<file path="config.mk">
export PLATFORM = sky130hd
export DESIGN_NAME = bsg_tag_serial_tx
export DESIGN_NICKNAME = d
export VERILOG_FILES = /design/src/rtl/bsg_tag_serial_tx.sv
export SDC_FILE = /design/constraint.sdc
export NUM_CORES = 1
export LEC_CHECK = 0
export BUFFER_PORTS_ARGS = -buffer_cell sky130_fd_sc_hd__buf_2
export CAP_MARGIN = 20
export CELL_PAD_IN_SITES_DETAIL_PLACEMENT = 2
export CELL_PAD_IN_SITES_GLOBAL_PLACEMENT = 2
export CORE_MARGIN = 1.5
export CORE_UTILIZATION = 30
export CTS_CLUSTER_DIAMETER = 100
export DETAILED_ROUTE_END_ITERATION = 8
export GPL_ROUTABILITY_DRIVEN = 0
export HOLD_SLACK_MARGIN = 0.02
export PLACE_DENSITY_LB_ADDON = 0.08
export REMOVE_ABC_BUFFERS = 1
export SLEW_MARGIN = 15
export SYNTH_ARGS = -nofsm -noshare
export SYNTH_HDL_FRONTEND = slang
export SYNTH_SLANG_ARGS = --single-unit
</file>
<file path="constraint.sdc">
create_clock -name clk_i -period 4 [get_ports clk_i]
set_clock_uncertainty 0.05 [all_clocks]
set_input_delay 0.8 -clock clk_i [delete_from_list [all_inputs] [get_ports clk_i]]
set_output_delay 0.8 -clock clk_i [all_outputs]
set_load 0.01 [all_outputs]
</file>
<file path="src/rtl/bsg_tag_serial_tx.sv">
// rtl/bsg_tag_serial_tx.sv - bsg_tag serial transmitter: packets and master reset onto the tag data/enable pads.
// Optional zero-length data packet rejection: define BSG_TAG_SERIAL_TX_LEN_CHECK_EN.
module bsg_tag_serial_tx #(
    parameter int els_p        = 32,
    parameter int lg_width_p   = 5,
    parameter int reset_ones_p = 64,
    parameter int gap_p        = 2,
    localparam int id_w        = (els_p <= 1) ? 1 : $clog2(els_p),
    localparam int max_w       = (1 << lg_width_p) - 1
) (
    input  logic                  clk_i,
    input  logic                  reset_i,
    input  logic                  v_i,
    output logic                  ready_and_o,
    input  logic                  master_reset_i,
    input  logic [id_w-1:0]       nodeid_i,
    input  logic                  data_not_reset_i,
    input  logic [lg_width_p-1:0] len_i,
    input  logic [max_w-1:0]      payload_i,
    output logic                  tag_data_o,
    output logic                  tag_en_o,
    output logic                  busy_o,
    output logic                  done_o,
    output logic                  error_o
);
    localparam int c_rst = $clog2(reset_ones_p + 1);
    localparam int c_gap = $clog2(gap_p + 1);
    localparam int c_a   = (c_rst > lg_width_p) ? c_rst : lg_width_p;
    localparam int c_b   = (c_a > id_w) ? c_a : id_w;
    localparam int cnt_w = (c_b > c_gap) ? c_b : c_gap;

    typedef enum logic [2:0] {IDLE, MRST, START, LEN, DNR, ID, PAY, GAP} state_e;

    state_e                  state_r, state_n;
    logic [cnt_w-1:0]        cnt_r, cnt_n;
    logic [lg_width_p-1:0]   len_r, len_n, len_sh_r, len_sh_n;
    logic                    dnr_r, dnr_n;
    logic [id_w-1:0]         id_sh_r, id_sh_n;
    logic [max_w-1:0]        pay_sh_r, pay_sh_n;
    logic                    err_r, err_n;
    logic                    hs;
    logic                    reject;

    assign ready_and_o = (state_r == IDLE) && !reset_i;
    assign hs          = v_i && ready_and_o;
    assign busy_o      = (state_r != IDLE);
    assign tag_en_o    = (state_r != IDLE);
    assign done_o      = (state_r == GAP) && (cnt_r == '0);
    assign error_o     = err_r;

`ifdef BSG_TAG_SERIAL_TX_LEN_CHECK_EN
    assign reject = !master_reset_i && data_not_reset_i && (len_i == '0);
`else
    assign reject = 1'b0;
`endif

    always_ff @(posedge clk_i or posedge reset_i) begin
        if (reset_i) begin
            state_r  <= IDLE;
            cnt_r    <= '0;
            len_r    <= '0;
            len_sh_r <= '0;
            dnr_r    <= 1'b0;
            id_sh_r  <= '0;
            pay_sh_r <= '0;
            err_r    <= 1'b0;
        end else begin
            state_r  <= state_n;
            cnt_r    <= cnt_n;
            len_r    <= len_n;
            len_sh_r <= len_sh_n;
            dnr_r    <= dnr_n;
            id_sh_r  <= id_sh_n;
            pay_sh_r <= pay_sh_n;
            err_r    <= err_n;
        end
    end

    // cnt_r holds the number of bits left in the current field minus one.
    always_comb begin
        state_n  = state_r;
        cnt_n    = cnt_r;
        len_n    = len_r;
        len_sh_n = len_sh_r;
        dnr_n    = dnr_r;
        id_sh_n  = id_sh_r;
        pay_sh_n = pay_sh_r;
        err_n    = err_r;
        case (state_r)
            IDLE: begin
                if (hs) begin
                    if (master_reset_i) begin
                        state_n = MRST;
                        cnt_n   = cnt_w'(reset_ones_p - 1);
                    end else if (reject) begin
                        err_n = 1'b1;
                    end else begin
                        state_n  = START;
                        cnt_n    = '0;
                        len_n    = len_i;
                        len_sh_n = len_i;
                        dnr_n    = data_not_reset_i;
                        id_sh_n  = nodeid_i;
                        pay_sh_n = payload_i;
                    end
                end
            end
            MRST: begin
                if (cnt_r == '0) begin
                    state_n = GAP;
                    cnt_n   = cnt_w'(gap_p - 1);
                end else begin
                    cnt_n = cnt_r - 1'b1;
                end
            end
            START: begin
                state_n = LEN;
                cnt_n   = cnt_w'(lg_width_p - 1);
            end
            LEN: begin
                len_sh_n = len_sh_r >> 1;
                if (cnt_r == '0) begin
                    state_n = DNR;
                end else begin
                    cnt_n = cnt_r - 1'b1;
                end
            end
            DNR: begin
                state_n = ID;
                cnt_n   = cnt_w'(id_w - 1);
            end
            ID: begin
                id_sh_n = id_sh_r >> 1;
                if (cnt_r != '0) begin
                    cnt_n = cnt_r - 1'b1;
                end else if (len_r == '0) begin
                    state_n = GAP;
                    cnt_n   = cnt_w'(gap_p - 1);
                end else begin
                    state_n = PAY;
                    cnt_n   = cnt_w'(len_r) - cnt_w'(1);
                end
            end
            PAY: begin
                pay_sh_n = pay_sh_r >> 1;
                if (cnt_r == '0) begin
                    state_n = GAP;
                    cnt_n   = cnt_w'(gap_p - 1);
                end else begin
                    cnt_n = cnt_r - 1'b1;
                end
            end
            GAP: begin
                if (cnt_r == '0) begin
                    state_n = IDLE;
                end else begin
                    cnt_n = cnt_r - 1'b1;
                end
            end
            default: state_n = IDLE;
        endcase
    end

    always_comb begin
        tag_data_o = 1'b0;
        case (state_r)
            MRST:    tag_data_o = 1'b1;
            START:   tag_data_o = 1'b1;
            LEN:     tag_data_o = len_sh_r[0];
            DNR:     tag_data_o = dnr_r;
            ID:      tag_data_o = id_sh_r[0];
            PAY:     tag_data_o = pay_sh_r[0];
            default: tag_data_o = 1'b0;
        endcase
    end
endmodule

</file>
Word level (Yosys, flattened, before mapping)
Index checks and enable logic that the tools add are counted.
- input bits: 46
- output and inout port bits: 6
- memory bits (writable): 0
- logic and storage cells: 71
- bits in latches: 0
- memories kept: 0
- register bits: 57
- ROM bits: 0
- shift-type cells: 0
- $mul: 0
- bitwise gates (word level): 1
- $add $sub $neg: 2
- mux-type cells: 25
- reduce and logical (&&, ||, !) cells: 22
- div/mod/pow operators: 0
- equality and inequality tests: 14
- order comparisons: 0
- operator list (kind ; count):
    $mux W31 ; 2
    $pmux W31 S2 ; 1
    $mux W7 ; 5
    $pmux W7 S5 ; 1
    $pmux W3 S7 ; 1
    $mux W5 ; 4
    $pmux W5 S2 ; 2
    $mux W3 ; 5
    $eq A3 B3 Y1 const B ; 4
    $reduce_and A3 Y1 ; 4
    $ne A2 B2 Y1 const B ; 5
    $reduce_or A2 Y1 ; 4
    $logic_not A7 Y1 ; 1
    $reduce_bool A7 Y1 ; 1
    $sub A7 B1 Y7 const B ; 1
    $eq A3 B2 Y1 const B ; 2
    $mux W6 ; 1
    $reduce_bool A2 Y1 ; 3
    $sub A5 B1 Y6 const B ; 1
    $logic_not A5 Y1 ; 1
    $pmux W1 S5 ; 1
    $reduce_and A5 Y1 ; 1
    $ne A2 B1 Y1 const B ; 2
    $eq A3 B1 Y1 const B ; 1
    8 further kinds ; 10

Logic depth before layout (Yosys ltp)
- depth in word-level cells: 5
- depth in mapped cells: 8

Worst setup path after synthesis
OpenSTA, ideal clock, no wires.
- path type: register to output
- from: reg cnt_r[0]
- to: out done_o
- stages on the path, launching flop included: 7
- slack: 1.542 ns
- path buffers: 0
- arrival: 1.608 ns
- path through: dfrtp_1 -> inv_1 -> ha_1 -> or4b_4 -> nor3_2 -> nand2_1 -> nor2_1
- cells in the longest elaborated chain, start to end: 2
- ends and longest elaborated chain (what ; line ; text):
    from (decl) ; 35 ; logic [cnt_w-1:0] cnt_r, cnt_n;
    from (signal assigned) ; 69 ; cnt_r <= cnt_n;
    $logic_not A7 Y1 ; 48 ; assign done_o = (state_r == GAP) && (cnt_r == '0);
    $logic_and A1 B1 Y1 ; 48 ;
    to (decl) ; 23 ; output logic done_o,
Every way passes these cells.

Worst setup path in the final report
Ends and elaborated chain as after synthesis.

==> results by group <==
Status
  – Status: completed

Global route
  – Largest net degree at the start of global routing: 63
  – Vias in the first global route: 2,698
  – Total global routing track utilization: 17.4%
  – Initial antenna violation count: 0
  – Remaining global-route overflow: 0
  – Global-route wire length before repair: 13,900 um

Worst setup path
  – Worst Setup Start Kind: flop
  – Required @ worst endpoint: 3150 ps
  – Arr. time, crit path: 2170 ps
  – Timing startpoint of the critical path: cnt_r[0]
  – Start-to-end type of the worst setup path: flop to primary output
  – Register-to-register setup slack: 1390 ps
  – Slowest library cell on the worst path: sky130_fd_sc_hd__or4b_4
  – Worst path max stage delay: 500 ps
  – Type of destination of the critical path: primary output
  – Worst R2R Path Depth: 7
  – Crit Reg-Reg Startpoint: cnt_r[0]
  – Critical path cell sequence: inv_1, ha_1, or4b_4, nor3_2, nand2_1, nor2_1, buf_2
  – FF-to-FF End: cnt_r[3]
  – Critical path peak fanout: 4

Logic synthesis
  – Library cell with the largest summed area after synthesis: sky130_fd_sc_hd__dfrtp_1
  – Avg Cell Area, Syn: 9.45 sq um
  – Commonest cells in the netlist: 57 x sky130_fd_sc_hd__dfrtp_1, 54 x sky130_fd_sc_hd__nand2_1, 42 x sky130_fd_sc_hd__o21ai_0
  – Synth top area cells: sky130_fd_sc_hd__dfrtp_1 47%, sky130_fd_sc_hd__mux2i_1 12%, sky130_fd_sc_hd__o21ai_0 7.0%, sky130_fd_sc_hd__nand2_1 6.7%, sky130_fd_sc_hd__a21oi_1 3.2%
  – Synth warn: 0
  – Asr flop ratio synth: 100%
  – Most frequent cell after synthesis: sky130_fd_sc_hd__dfrtp_1
  – Share of synthesized area occupied by flip-flops and latches: 47.4%
  – Number of enable-type register cells in the synthesized netlist: 0
  – Yosys cell types: 45
  – Post-synthesis instance area: 3010 sq um
  – Number of standard cells after synthesis: 318
  – Synth Flop Type: sky130_fd_sc_hd__dfrtp_1
  – Seq cells post-synth: 57
  – Fraction of synthesized cell area taken by the top area cell type: 47.4%

Timing
  – Achievable frequency: 331 MHz
  – Fin crit share: 75.6%
  – RSZ-0062 raised after global routing: false
  – Final total negative setup slack: 0 ps
  – Transition time at the pin with the least slew margin: 747 ps
  – Max-slew violation count: 0
  – Count of endpoints failing hold in the final timing report: 0
  – Final setup fails: 0
  – Worst hold slack across all endpoints: 359 ps
  – Final min period: 3020 ps
  – Slew HR: 49.9%

Cells and area
  – Filler cells: 1,119
  – Antenna Diode Count: 0
  – Layout Nets: 416
  – Final core utilization: 37.0%
  – Share of cells above drive strength 1: 22.1%
  – Area growth, synth to finish: 19.6%
  – Final cell count without fillers: 504

Clock network
  – Post-CTS Hold Fix Bufs: 0
  – CTS resizes: 0
  – H-tree lvl count: 3
  – Buffer levels on the longest clock path: 2
  – Clock Pin Slew Worst Setup and Hold Paths: 70 ps
  – # Post-CTS Setup Buffers: 0
  – Number of clock sinks seen by CTS: 57
  – Root buffer selected by CTS: sky130_fd_sc_hd__clkbuf_8
  – Cts bufs inserted: 9
  – Clock latency of the later-clocked register in the worst-skew pair: 340 ps
  – TritonCTS clock tree: yes

Route
  – Residual DRC: 0
  – Number of nets with antenna violations after detailed routing: 0
  – Vias/cell: 4.95
  – Iteration count of the initial detailed-routing pass: 3
  – Starting DRT DRC Count: 71
  – Routed wirelength normalized by instance count: 16.7 um
  – Total wire length after detailed routing: 8420 um
  – Via count: 2,495

Place
  – Count of input and output buffers: 50
  – Sum of net half-perimeters after detailed placement: 5910 um
  – DP Cell Count: 488

Floorplan
  – CORE AREA: 9730 sq um
  – Area enclosed by the die boundary: 10,600 sq um
  – Rows: 36
  – Die width: 103 um
  – DIE HEIGHT: 103 um
  – I/O pin cnt: 52
  – Starting density of the core: 30.9%

Flow run
  – Max_cap viols: 0

Power
  – Maximum resistive drop on vdd: 0.000190 V
  – Power density cells: 626 nW/um^2
  – Total leakage power: 1.77 nW

Hold path
  – Classification of the worst-slack hold path: input port to async pin
-- through the flow --
| step | worst slack, ps | power (mW) | instance area, sq um |
|---|---|---|---|
| final | 976 | 2.25 | 3600 |
| after global routing | 786 | 2.45 | 3600 |
| after CTS | 949 | 2.29 | 3580 |
| after detailed placement | 1340 | 1.75 | 3400 |
| after global placement | 1430 | 1.71 | 3380 |
| after floorplan | 569 | 1.48 | 2930 |
-- where the power goes --
| part | internal [mW] | total (mW) | switching (mW) |
|---|---|---|---|
| Clock | 0.281 | 0.515 | 0.234 |
| Sequential | 0.821 | 1.03 | 0.205 |
| Combinational | 0.303 | 0.708 | 0.406 |
-- worst max-delay path, delay by kind of cell, from the launching register on --
family | cells | cell delay [ps]
buf+inv | 2 | 270
simple gates | 4 | 960
fa+ha+maj | 1 | 200
flops | 1 | 410
-- worst max path at each step --
stage                        endpoint  slack (ps)
after floorplan           pay_sh_r[0]         570
after global routing           done_o         790
after global placement         done_o        1430
after CTS                      done_o         950
after detailed placement       done_o        1340
final                          done_o         980
-- area by class of cell --
class	count	area (sq um)	share of cell area, %
multi-input cells	233	1470	41.0
flip-flops and latches	57	1430	39.7
repair buffers	56	315	8.77
well taps	133	166	4.63
clock buffers	11	131	3.65
clock inverters	4	45.0	1.25
inverters	10	37.5	1.04
-- routing by layer --
layer / wire length [um] / up-vias / GRT usage, % / share of wire (%)
met5: 0 / - / 0 / 0
met4: 110 / 0 / 5.93 / 1.3
met3: 339 / 9 / 4.47 / 4.0
met2: 4050 / 43 / 28.1 / 48
met1: 3920 / 1228 / 22.7 / 47
li1: - / 1215 / - / -
-- registers in the layout, summed over array words and instances, names as in the netlist --
| signal | cells |
|---|---|
| len_sh_r | 5 |
| dnr_r | 1 |
| id_sh_r | 5 |
| state_r | 3 |
| cnt_r | 7 |
| len_r | 5 |
| pay_sh_r | 31 |
-- cell families (layout without fill, tap and decap cells) --
logic type	after synthesis	after routing	synth area share (%)
flip-flops	57	57	47.4
adder cells (fa/ha/maj)	3	3	1.25
AO/OA/AOI/OAI	85	85	16.7
XOR/XNOR	1	1	0.291
AND/OR/NAND/NOR	102	102	16.4
buffers and inverters	28	81	3.91
other	1	1	0.125
multiplexers	41	41	13.8
-- placed cells by master (no fill, tap or decap), types with 2 or more instances in the layout --
cell                        n
sky130_fd_sc_hd__dfrtp_1   57
sky130_fd_sc_hd__nand2_1   54
sky130_fd_sc_hd__buf_2     50
sky130_fd_sc_hd__o21ai_0   42
sky130_fd_sc_hd__mux2i_1   37
sky130_fd_sc_hd__a21oi_1   19
sky130_fd_sc_hd__nor2_1    14
sky130_fd_sc_hd__inv_1      9
sky130_fd_sc_hd__clkbuf_8   9
sky130_fd_sc_hd__nor3_1     6
sky130_fd_sc_hd__nand2b_1   5
sky130_fd_sc_hd__and2_1     4
sky130_fd_sc_hd__o31ai_1    4
sky130_fd_sc_hd__a22oi_1    4
sky130_fd_sc_hd__buf_4      4
sky130_fd_sc_hd__nor2b_1    3
sky130_fd_sc_hd__nor3_2     3
sky130_fd_sc_hd__nand3_1    3
sky130_fd_sc_hd__mux2_2     3
sky130_fd_sc_hd__ha_1       3
sky130_fd_sc_hd__clkinv_2   3
sky130_fd_sc_hd__o21ai_4    2
sky130_fd_sc_hd__o21a_1     2
sky130_fd_sc_hd__nor3b_1    2
sky130_fd_sc_hd__o311ai_0   2
sky130_fd_sc_hd__or4_1      2
sky130_fd_sc_hd__and4_1     2
sky130_fd_sc_hd__clkbuf_1   2
No activity file was read; power rests on OpenSTA's default activity.
